$ cat src/rtl/song_reader_pkg.sv
// Shared definitions for the song sequencer: entry widths, FSM states and the end marker.
package song_pkg;
  localparam int NOTE_W  = 6;
  localparam int DUR_W   = 6;
  localparam int ENTRY_W = NOTE_W + DUR_W;

  typedef enum logic [2:0] {
    IDLE = 3'd0,
    RD   = 3'd1,
    LAT  = 3'd2,
    WAIT = 3'd3,
    DONE = 3'd4
  } state_e;

  localparam logic [ENTRY_W-1:0] END_MARKER = '0;
endpackage

$ cat src/rtl/song_reader_rom.sv
// Synchronous song ROM: {note, duration} entries addressed by {song, index}, one-cycle read latency.
module song_rom
  import song_pkg::*;
#(
  parameter int NUM_SONGS      = 4,
  parameter int NOTES_PER_SONG = 32,
  localparam int SW = $clog2(NUM_SONGS),
  localparam int IW = $clog2(NOTES_PER_SONG)
) (
  input  logic               clk,
  input  logic [SW+IW-1:0]   addr,
  output logic [ENTRY_W-1:0] dout
);

  function automatic logic [ENTRY_W-1:0] entry(input logic [SW+IW-1:0] a);
    logic [SW-1:0] s;
    logic [IW-1:0] i;
    {s, i} = a;
    entry = END_MARKER;
    case (int'(s))
      0: begin
        if (int'(i) == 0)      entry = {NOTE_W'(20), DUR_W'(4)};
        else if (int'(i) == 1) entry = {NOTE_W'(22), DUR_W'(8)};
      end
      // every slot is populated, so this song only ends by running out of slots
      1: entry = {NOTE_W'(int'(i) + 1), DUR_W'(int'(i) + 10)};
      2: begin
        if (int'(i) == 0)      entry = {NOTE_W'(30), DUR_W'(12)};
        else if (int'(i) == 1) entry = {NOTE_W'(31), DUR_W'(6)};
        else if (int'(i) == 2) entry = {NOTE_W'(33), DUR_W'(3)};
      end
      3: begin
        if (int'(i) < 5) entry = {NOTE_W'(40 + int'(i)), DUR_W'(5)};
      end
      default: entry = END_MARKER;
    endcase
  endfunction

  always_ff @(posedge clk) begin
    dout <= entry(addr);
  end

endmodule

$ cat src/rtl/song_reader.sv
// Song sequencer: fetches {note, duration} pairs from the song ROM and strobes each one
// into note_player, waiting for a fresh done level before moving to the next entry.
module song_reader
  import song_pkg::*;
#(
  parameter int NUM_SONGS      = 4,
  parameter int NOTES_PER_SONG = 32,
  localparam int SW = $clog2(NUM_SONGS),
  localparam int IW = $clog2(NOTES_PER_SONG)
) (
  input  logic              clk,
  input  logic              reset,
  input  logic              play,
  input  logic [SW-1:0]     song,
  input  logic              note_done,
  output logic [NOTE_W-1:0] note_to_load,
  output logic [DUR_W-1:0]  duration_to_load,
  output logic              load_new_note,
  output logic              song_done
);

  state_e             state;
  logic [IW-1:0]      index;
  logic [SW-1:0]      song_latched;
  logic               arm;
  logic               done_seen;
  logic [ENTRY_W-1:0] rom_data_p1;
  logic               note_finished;

  song_rom #(
    .NUM_SONGS     (NUM_SONGS),
    .NOTES_PER_SONG(NOTES_PER_SONG)
  ) u_rom (
    .clk (clk),
    .addr({song_latched, index}),
    .dout(rom_data_p1)
  );

  // A done rise counts only after a low has been seen; done_seen keeps a rise that happened during a pause.
  assign note_finished = done_seen | (arm & note_done);

  always_ff @(posedge clk) begin
    if (!reset) begin
      state            <= IDLE;
      index            <= '0;
      song_latched     <= '0;
      arm              <= 1'b0;
      done_seen        <= 1'b0;
      note_to_load     <= '0;
      duration_to_load <= '0;
      load_new_note    <= 1'b0;
      song_done        <= 1'b0;
    end else begin
      load_new_note <= 1'b0;
      case (state)
        IDLE: begin
          if (play) begin
            song_latched <= song;
            index        <= '0;
            state        <= RD;
          end
        end
        RD: begin
          if (play) state <= LAT;
        end
        LAT: begin
          if (play) begin
            if (rom_data_p1 == END_MARKER) begin
              song_done <= 1'b1;
              state     <= DONE;
            end else begin
              {note_to_load, duration_to_load} <= rom_data_p1;
              load_new_note <= 1'b1;
              arm           <= 1'b0;
              done_seen     <= 1'b0;
              state         <= WAIT;
            end
          end
        end
        WAIT: begin
          if (!note_done) arm <= 1'b1;
          if (arm && note_done) done_seen <= 1'b1;
          if (play && note_finished) begin
            if (index == IW'(NOTES_PER_SONG - 1)) begin
              song_done <= 1'b1;
              state     <= DONE;
            end else begin
              index <= index + 1'b1;
              state <= RD;
            end
          end
        end
        DONE: begin
          if (!play) begin
            song_done <= 1'b0;
            index     <= '0;
            state     <= IDLE;
          end
        end
        default: state <= IDLE;
      endcase
    end
  end

endmodule

$ cat config.mk
export PLATFORM = sky130hd
export DESIGN_NAME = song_reader
export DESIGN_NICKNAME = d
export VERILOG_FILES = /design/src/rtl/song_reader_pkg.sv /design/src/rtl/song_reader_rom.sv /design/src/rtl/song_reader.sv
export SDC_FILE = /design/constraint.sdc
export NUM_CORES = 1
export LEC_CHECK = 0
export CAP_MARGIN = 20
export CORE_MARGIN = 3
export CORE_UTILIZATION = 55
export CTS_BUF_LIST = sky130_fd_sc_hd__clkbuf_8
export CTS_CLUSTER_DIAMETER = 80
export DETAILED_ROUTE_END_ITERATION = 7
export PLACE_DENSITY = 0.84
export SYNTH_ARGS = -nofsm -noshare
export SYNTH_HDL_FRONTEND = slang
export SYNTH_SLANG_ARGS = --single-unit
$ cat constraint.sdc
create_clock -name clk -period 2.82 [get_ports clk]
set_clock_uncertainty 0.05 [all_clocks]
set_input_delay 0.282 -clock clk [delete_from_list [all_inputs] [get_ports clk]]
set_output_delay 0.282 -clock clk [all_outputs]
set_load 0.05 [all_outputs]
==> results.py <==
metrics = {
    "sta": {
        "rsz0062_at_grt": "no",
        "slew_headroom": 0.5861,
        "slew_viol_final": 0,
        "fmax_mhz": 462.0,
        "max_slew.worst_pin.slew_ns": 0.6152,
        "holdWs_ns": 0.4074,
        "fin_crit_sh": 0.7676,
        "setup_ws_ns": 0.6554,
        "hold_viol": 0,
        "setup_viol": 0,
        "tns_ns": 0,
        "fin_crit_ns": 2.165,
    },
    "pwr": {
        "clkPwrFrac": 0.439,
        "power_mw": 1.267,
        "power_frac_comb": 0.099,
        "power.net_switching_uw": 301.6,
        "powerDensity_nw_per_um2": 563.2,
        "p_seq_frac": 0.462,
        "power.leakage_nw": 0.8265,
        "switching_share": 0.2381,
        "ir_drop_v": 0.0003231,
        "internal_power_uw": 965.4,
    },
    "clock_tree": {
        "cts-root-buf": "clkbuf_8",
        "htree_levels": 2,
        "clkSinkCount": 38,
        "clk_pin_slew_ns": 0.08,
        "clockBufferDepth": 2,
        "postCtsHoldBufs": 0,
        "numCtsBuffers": 5,
        "clkLatencyLatePin_ns": 0.30,
        "cts_setup_buffers": 0,
        "ctsResizeCount": 0,
        "cts_tree": "built",
    },
    "placement": {
        "place_area_um2": 2112,
        "dp.cells": 263,
        "dp_slack_ns": 0.6741,
        "gp_congestion": 0.9180,
        "hpwlAfterDp_mm": 2.840,
        "port_buffers": 19,
    },
    "die": {
        "row_count": 20,
        "die_w_um": 64.92,
        "die_area_um2": 4215,
        "die_h_um": 64.92,
        "ioPinCount": 20,
        "core_um2": 3178,
        "start_util": 0.6008,
    },
    "global_routing": {
        "grt_use_total": 0.2123,
        "grt_pass1_wl_mm": 6.796,
        "grt_overflow_total": 0,
        "antenna_found_initial": 0,
        "grt_max_degree": 42,
        "grt_pass1_vias": 1446,
    },
    "job": {
        "max_cap_violations": 0,
    },
    "routing": {
        "drtAntennaViolNets": 0,
        "first_iter_violations": 128,
        "num_vias": 1554,
        "routedWlPerCell_um": 14.66,
        "remaining_drc_errors": 0,
        "wl_mm": 3.972,
        "vias_per_cell": 5.734,
        "drtPass1Iterations": 4,
    },
    "cells_and_area": {
        "design_area_um2": 2250,
        "syn_to_final_growth_pct": 17.82,
        "nNetsFinal": 242,
        "postLayoutCoreUtil": 0.7079,
        "drive_above_1_share": 0.08811,
        "n_antenna_cell": 0,
        "stdcell_count": 271,
    },
    "outcome": {
        "status": "finished, final reports clean",
    },
    "worst_setup_path": {
        "crit_type": "reg2reg",
        "end_kind": "flip-flop",
        "cp_slowest_cell": "dfxtp_1",
        "worstPathArrival_ns": 2.30,
        "path_cells": "ha_1 > and3_1 > ha_1 > and4bb_1 > nand3_1 > and2_1 > o221a_1",
        "crit_path_max_fanout": 9,
        "path_common_cell": "ha_1",
        "cpPeakStageDelay_ns": 0.41,
        "cp_data_required_time_ns": 2.96,
        "cp-start-kind": "flip-flop",
    },
    "yosys": {
        "synth.avg_cell_area_um2": 9.092,
        "synth_warnings": 0,
        "synthCells": 210,
        "synth_seq_cells": 38,
        "synth_commonest_cells": "dfxtp_1, nand2_1, mux2i_1",
        "synth_edf_count": 0,
        "synth.area.top_cells": "dfxtp_1, mux2i_1, nand2_1",
        "synth_ff_type": "dfxtp_1",
        "synth_fp_nets": 226,
        "synthDistinctLibCells": 49,
        "async_flop_share": 0,
        "netlist.top_cell.by_area": "dfxtp_1",
        "synth_top_area_share": 0.3984,
        "syn_area_um2": 1909,
        "yosysSeqAreaShare": 0.3984,
        "yosysMostFrequentCell": "dfxtp_1",
    },
    "min_path": {
        "hp-class": "reg2reg",
    },
}
-- routing by layer --
layer / routed length (um) / global-route usage
met5: 0 / 0
met4: 121 / 0.1135
met3: 298 / 0.06586
met2: 1847 / 0.3436
met1: 1705 / 0.2492
-- cells by family after synthesis --
kind of cell,after synthesis,share of synthesized area
and+or+nand+nor,82,0.2353
adders and majority gates,10,0.06553
buffers and inverters,21,0.04784
AOI/OAI and AO/OA,38,0.1448
muxes,17,0.08977
xor gates and xnor gates,4,0.01835
DFF,38,0.3984
-- final cells by class --
cell class                      count  area [um2]
Multi-Input combinational cell    151        1057
Timing Repair Buffer               21       205.2
Inverter                            9       33.78
Sequential cell                    38       760.7
Fill cell                         248       928.4
Clock inverter                      3       68.82
Clock buffer                        5       68.82
Tap cell                           44       55.05
-- placed cells by master, fill, tap and decap left out, drive strengths merged, types with 2 or more instances in the layout --
| master | instances |
|---|---|
| clkbuf | 5 |
| nand3 | 6 |
| or4 | 3 |
| nor3b | 2 |
| mux2i | 16 |
| a21boi | 2 |
| a31oi | 2 |
| a221oi | 2 |
| bufinv | 2 |
| nor3 | 3 |
| ha | 10 |
| nor2b | 3 |
| nand3b | 3 |
| o211ai | 4 |
| o21ai | 10 |
| xnor2 | 3 |
| o221a | 2 |
| nor2 | 12 |
| clkdlybuf4s50 | 19 |
| dfxtp | 38 |
| a21o | 2 |
| nand2 | 37 |
| buf | 2 |
| nor4 | 2 |
| a21oi | 7 |
| inv | 9 |
| and2 | 3 |
-- registers in the layout, indices dropped and copies added, names as in the netlist --
name	count
arm	1
done_seen	1
duration_to_load	6
index	5
load_new_note	1
note_to_load	6
song_done	1
song_latched	2
state	3
u_rom.dout	12
-- final timing paths --
kind	slack [ns]	start	to	cells after the start
hold reg to reg	0.41	duration_to_load[4]$_SDFFE_PN0P_	duration_to_load[4]$_SDFFE_PN0P_	2
hold / removal	0.41	duration_to_load[4]$_SDFFE_PN0P_	duration_to_load[4]$_SDFFE_PN0P_	2
setup reg to reg	0.66	index[0]$_SDFFE_PN0P_	index[3]$_SDFFE_PN0P_	7
setup / recovery	0.66	index[0]$_SDFFE_PN0P_	index[3]$_SDFFE_PN0P_	7
-- critical path, delay by kind of cell, from the launching register on --
family	cells	cell delay, ns
AO/OA/AOI/OAI	1	0.23
adder cells (fa/ha/maj)	2	0.48
flip-flops	1	0.41
AND/OR/NAND/NOR	4	0.89
-- power by group through the flow --
stage / Combinational, mW / Sequential, mW / Clock, mW
after floorplan: 0.0959 / 0.593 / 0
after global placement: 0.122 / 0.595 / 0
after detailed placement: 0.124 / 0.597 / 0
after CTS: 0.125 / 0.584 / 0.563
after global routing: 0.138 / 0.589 / 0.587
final: 0.125 / 0.585 / 0.557
No activity file was read; power rests on OpenSTA's default activity.
